--- src/rtl/rs_dispatcher.sv ---
// rtl/rs_dispatcher.sv - issue stage: one-entry holding register, operand capture, CDB snooping
// Optional DISPATCH_STAT_EN adds a saturating stall_cnt output.
module rs_dispatcher #(
  parameter int ROB_ID_W = 5,
  parameter int XLEN     = 32
) (
  input  logic                clk,
  input  logic                rst,
  input  logic                rdy,
  input  logic                wrong_commit,
  input  logic                dec_valid,
  output logic                dec_ready,
  input  logic [6:0]          dec_op,
  input  logic [XLEN-1:0]     dec_pc,
  input  logic [XLEN-1:0]     dec_imm,
  input  logic [4:0]          dec_rd,
  input  logic                dec_use_rs2,
  input  logic                dec_is_lsb,
  input  logic [ROB_ID_W-1:0] rf_Qi,
  input  logic [ROB_ID_W-1:0] rf_Qj,
  input  logic [XLEN-1:0]     rf_Vi,
  input  logic [XLEN-1:0]     rf_Vj,
  input  logic                rob_ready1,
  input  logic                rob_ready2,
  input  logic [XLEN-1:0]     rob_val1,
  input  logic [XLEN-1:0]     rob_val2,
  input  logic                rob_full,
  input  logic [ROB_ID_W-1:0] rob_next_id,
  input  logic                alu_valid,
  input  logic                lsb_valid,
  input  logic [XLEN-1:0]     alu_res,
  input  logic [XLEN-1:0]     lsb_res,
  input  logic [ROB_ID_W-1:0] alu_rob_id,
  input  logic [ROB_ID_W-1:0] lsb_rob_id,
  input  logic                rs_full,
  input  logic                lsb_full,
  output logic                dispatch_valid,
  output logic                lsb_dispatch_valid,
  output logic                rob_alloc,
  output logic                rf_rename_en,
  output logic [6:0]          dispatch_op,
  output logic [XLEN-1:0]     dispatch_pc,
  output logic [XLEN-1:0]     dispatch_imm,
  output logic [ROB_ID_W-1:0] dispatch_Qi,
  output logic [ROB_ID_W-1:0] dispatch_Qj,
  output logic [XLEN-1:0]     dispatch_Vi,
  output logic [XLEN-1:0]     dispatch_Vj,
  output logic [ROB_ID_W-1:0] dispatch_rd,
  output logic [4:0]          dispatch_arch_rd
`ifdef DISPATCH_STAT_EN
  ,
  output logic [31:0]         stall_cnt
`endif
);

  localparam logic [0:0] IDLE = 1'b0;
  localparam logic [0:0] HELD = 1'b1;

  logic [0:0]          state;
  logic [6:0]          h_op;
  logic [XLEN-1:0]     h_pc, h_imm, h_vi, h_vj;
  logic [4:0]          h_rd;
  logic                h_lsb;
  logic [ROB_ID_W-1:0] h_qi, h_qj;

  logic                hold_valid, issue, accept;
  logic [ROB_ID_W-1:0] cap_qi, cap_qj, snp_qi, snp_qj;
  logic [XLEN-1:0]     cap_vi, cap_vj, snp_vi, snp_vj;

  assign hold_valid = (state == HELD);
  assign issue  = rdy & ~wrong_commit & hold_valid & ~rob_full & ~(h_lsb ? lsb_full : rs_full);
  assign accept = dec_valid & dec_ready;

  assign dec_ready          = rdy & ~wrong_commit & (~hold_valid | issue);
  assign dispatch_valid     = issue & ~h_lsb;
  assign lsb_dispatch_valid = issue & h_lsb;
  assign rob_alloc          = issue;
  assign rf_rename_en       = issue & (h_rd != 5'd0);

  // Buses are zero whenever nothing is held so downstream never sees stale fields.
  assign dispatch_op      = hold_valid ? h_op        : '0;
  assign dispatch_pc      = hold_valid ? h_pc        : '0;
  assign dispatch_imm     = hold_valid ? h_imm       : '0;
  assign dispatch_Qi      = hold_valid ? h_qi        : '0;
  assign dispatch_Qj      = hold_valid ? h_qj        : '0;
  assign dispatch_Vi      = hold_valid ? h_vi        : '0;
  assign dispatch_Vj      = hold_valid ? h_vj        : '0;
  assign dispatch_rd      = hold_valid ? rob_next_id : '0;
  assign dispatch_arch_rd = hold_valid ? h_rd        : '0;

  always_comb begin
    cap_qi = rf_Qi;
    cap_vi = rf_Vi;
    if (rf_Qi == '0) begin
      cap_vi = rf_Vi;
    end else if (alu_valid && alu_rob_id == rf_Qi) begin
      cap_qi = '0;
      cap_vi = alu_res;
    end else if (lsb_valid && lsb_rob_id == rf_Qi) begin
      cap_qi = '0;
      cap_vi = lsb_res;
    end else if (rob_ready1) begin
      cap_qi = '0;
      cap_vi = rob_val1;
    end

    cap_qj = rf_Qj;
    cap_vj = rf_Vj;
    if (!dec_use_rs2) begin
      cap_qj = '0;
      cap_vj = '0;
    end else if (rf_Qj == '0) begin
      cap_vj = rf_Vj;
    end else if (alu_valid && alu_rob_id == rf_Qj) begin
      cap_qj = '0;
      cap_vj = alu_res;
    end else if (lsb_valid && lsb_rob_id == rf_Qj) begin
      cap_qj = '0;
      cap_vj = lsb_res;
    end else if (rob_ready2) begin
      cap_qj = '0;
      cap_vj = rob_val2;
    end
  end

  // Held operands wake up from either CDB; ALU checked first so it wins a double match.
  always_comb begin
    snp_qi = h_qi;
    snp_vi = h_vi;
    snp_qj = h_qj;
    snp_vj = h_vj;
    if (h_qi != '0) begin
      if (alu_valid && alu_rob_id == h_qi) begin
        snp_qi = '0;
        snp_vi = alu_res;
      end else if (lsb_valid && lsb_rob_id == h_qi) begin
        snp_qi = '0;
        snp_vi = lsb_res;
      end
    end
    if (h_qj != '0) begin
      if (alu_valid && alu_rob_id == h_qj) begin
        snp_qj = '0;
        snp_vj = alu_res;
      end else if (lsb_valid && lsb_rob_id == h_qj) begin
        snp_qj = '0;
        snp_vj = lsb_res;
      end
    end
  end

  always_ff @(posedge clk) begin
    if (rst) begin
      state <= IDLE;
    end else if (rdy) begin
      if (wrong_commit) begin
        state <= IDLE;
      end else if (accept) begin
        state <= HELD;
        h_op  <= dec_op;
        h_pc  <= dec_pc;
        h_imm <= dec_imm;
        h_rd  <= dec_rd;
        h_lsb <= dec_is_lsb;
        h_qi  <= cap_qi;
        h_vi  <= cap_vi;
        h_qj  <= cap_qj;
        h_vj  <= cap_vj;
      end else if (issue) begin
        state <= IDLE;
      end else if (hold_valid) begin
        h_qi <= snp_qi;
        h_vi <= snp_vi;
        h_qj <= snp_qj;
        h_vj <= snp_vj;
      end
    end
  end

`ifdef DISPATCH_STAT_EN
  always_ff @(posedge clk) begin
    if (rst) begin
      stall_cnt <= '0;
    end else if (rdy && hold_valid && !issue && !wrong_commit && stall_cnt != '1) begin
      stall_cnt <= stall_cnt + 32'd1;
    end
  end
`endif

endmodule
--- config.mk ---
export PLATFORM = sky130hd
export DESIGN_NAME = rs_dispatcher
export DESIGN_NICKNAME = d
export VERILOG_FILES = /design/src/rtl/rs_dispatcher.sv
export SDC_FILE = /design/constraint.sdc
export NUM_CORES = 1
export LEC_CHECK = 0
export CORE_MARGIN = 1
export CORE_UTILIZATION = 30
export CTS_BUF_LIST = sky130_fd_sc_hd__clkbuf_4 sky130_fd_sc_hd__clkbuf_8
export DETAILED_ROUTE_END_ITERATION = 10
export HOLD_SLACK_MARGIN = 0.15
export MAX_ROUTING_LAYER = met4
export SLEW_MARGIN = 20
export SYNTH_ARGS = -nofsm -noshare
export SYNTH_HDL_FRONTEND = slang
export SYNTH_SLANG_ARGS = --single-unit
--- constraint.sdc ---
create_clock -name clk -period 8 [get_ports clk]
set_input_delay 2 -clock clk [delete_from_list [all_inputs] [get_ports clk]]
set_output_delay 2 -clock clk [all_outputs]
set_load 0.005 [all_outputs]
==> run metrics <==
cts bufs inserted=17; CP Launch Type=primary input; HP Start=h_lsb$_DFFE_PP_; slew margin rel.=between 30% and 40%; # setup viols final=0; Vias=9,892; clk buf depth=2; FF-to-FF End=h_vi[31]$_DFFE_PP_; Hold WC Path Type=reg2reg; hold endpoint=h_vi[28]$_DFFE_PP_; Reg2Reg Depth=7; Post-Route WL=around 42,000 µm; R2R Path Start=hold_valid$_SDFFE_PP0P_; final hold viol count=0; filler cell count in the final layout=3,202; Fmax=approximately 170 MHz; Crit Path Category=in2out; cell taking the most area after synthesis=edfxtp_1; CTS tree=built; number of synthesized register bits=152; Final period util=a little under three quarters; Cell Pwr Density=approximately 130 nW/µm²; syn avg cell area=10.6 µm²; antenna violations before repair=3; CORE AREA=roughly 34,000 µm²; Clk Tree Root Cell=clkbuf_8; cell area after synthesis=approximately 10,000 µm²; R2R Setup Slk=4340 ps; first-pass GRT wire length=62,800 µm; Area contributors post-synth=edfxtp_1 (44%), mux2i_1 (13%), and2_1 (10%); die area=34,800 µm²; Setup crit end kind=output pin; vias in the first global route=~10,000; final net count=roughly 1,700; Mapped Cells=slightly below 1,000; gr usage total=about 24%; ys async rst share=0%; RSZ-0062 raised after global routing=no; net count after synthesis=about 1,300; DR WL/cell=around 23 µm; post-CTS setup buffer count=0; hold path cells=3; leak pwr=between 5 and 6 nW; Clock Pin Slew Worst Setup and Hold Paths=roughly 110 ps; main flop type after synthesis=edfxtp_1; Seq/Total Area, Yosys=44.6%; Final min period=5750 ps; Post-synth EDFFs=between 150 and 200; Setup Skew=around 30 ps; # DRC=0; gpl congestion=approximately 0.9; worst-margin pin slew=around 1000 ps; final worst setup slack=2250 ps; post_cts resized=0; vias per cell=between 5 and 6; height of the die=roughly 190 µm; CTS Sinks=roughly 150; pin count of the biggest net entering global routing=86; antenna viol nets, final=0; worst slack at placement=about 2300 ps; H-tree Lvls=4; outcome=complete, no violations; Placement Rows=67; Max Cap Viol=0; setup TNS=0 ps; critical path data required time=~6000 ps; CTS Hold Buffers Added=0; critical path peak fanout=5; HPWL after DPL=29,200 µm; area fraction of the dominant cell type after synthesis=between 40 and 50%; Final Max Slew Viols=0; io pins=467; Synth cell types=46; Die X=about 190 µm; Port Buffers=466; layout cell share with drive strength beyond 1=around 5.0%; DR iter-0 viols=approximately 600; Area Growth Syn to Fin=52.0%; grt ovf=0; Yosys Warn Count=0; Pre-Repair DR Iteration Count=5; Worst Path Arrival=3750 ps; Peak VDD IR=around 0.089 mV; latest clock arrival within the worst-skew pair=roughly 470 ps; Initial Utilization=~30%
==> logic make-up after synthesis <==
family | after synthesis | synth area share (%)
and+or+nand+nor | 307 | 18.9
AOI/OAI and AO/OA | 240 | 15.5
DFF | 152 | 44.6
muxes | 130 | 12.8
buffers and inverters | 98 | 4.94
xor gates and xnor gates | 39 | 3.35
==> registers in the layout, summed over array words and instances (netlist names) <==
| register | count |
|---|---|
| h_vj | 32 |
| hold_valid | 1 |
| h_rd | 5 |
| h_qi | 5 |
| h_vi | 32 |
| h_lsb | 1 |
| h_imm | 32 |
| h_qj | 5 |
| h_op | 7 |
| h_pc | 32 |
==> report_power, final <==
part / leakage (nW) / total, mW / internal, mW / switching (mW)
clock: 0.192 / 0.613 / 0.259 / 0.354
sequential: 1.38 / 0.899 / 0.892 / 0.00656
combinational: 3.65 / 0.437 / 0.243 / 0.194
total: 5.22 / 1.95 / 1.39 / 0.554
==> placed cells by master, fill, tap and decap left out, types with 18 or more instances in the layout <==
master and count:
a21oi_1 37, o211ai_1 32, and2_1 166, mux2i_1 129, clkdlybuf4s50_1 464, o22ai_1 33
nand3_1 33, o221ai_1 32, edfxtp_1 151, a32oi_1 32, o21ai_0 63, buf_4 18
xnor2_1 23, or3_1 65
==> cell usage after synthesis, drive strengths merged (32+ instances only) <==
| library cell | n |
|---|---|
| o22ai | 33 |
| and2 | 167 |
| o21ai | 67 |
| nand3 | 34 |
| edfxtp | 151 |
| or3 | 65 |
| mux2i | 129 |
| clkbuf | 60 |
| buf | 35 |
| o221ai | 32 |
| o211ai | 32 |
| a32oi | 32 |
| a21oi | 39 |
==> layout make-up <==
class	instances	area [µm²]	area share, %
Tap cell	448	561	3.61
Inverter	3	11.3	0.0726
Sequential cell	152	4560	29.4
Clock inverter	14	139	0.895
Multi-Input combinational cell	716	5210	33.6
Clock buffer	18	241	1.56
Antenna cell	3	7.51	0.0484
Timing Repair Buffer	484	4790	30.9
==> how the worst max path moves through the flow <==
stage                      start                 end  cells after the start
floorplan               rob_full  h_imm[0]$_DFFE_PP_                      3
global placement    wrong_commit           dec_ready                      5
detailed placement  wrong_commit           dec_ready                      5
CTS                 wrong_commit           dec_ready                      5
global route        wrong_commit           dec_ready                      5
finish                       rdy           dec_ready                      5
==> metrics by stage <==
step	power [mW]	cell area, µm²	cells	util, %	hold slack, ps
3_3_place_gp	1.35	15100	1803	45.1	1130
6_report	1.95	15500	1838	46.3	1140
3_5_place_dp	1.35	15100	1803	45.1	1120
2_1_floorplan	1.08	10200	966	-	713
5_1_grt	2.03	15500	1838	46.3	1190
4_1_cts	1.97	15500	1835	46.2	1140
==> per-layer routing <==
layer	global-route usage [%]	wire length (µm)	part of all wire, %
met1	29.3	17300	41
met2	39.6	20200	48
met3	6.38	3530	8.4
met4	8.73	1150	2.7
met5	-	0	0
==> critical path, stage by stage <==
cell and delay, ps:
clkdlybuf4s50_1 530, nand4bb_1 180, or2_2 370, a21oi_1 150, clkdlybuf4s50_1 510
No activity file was read; power rests on OpenSTA's default activity.
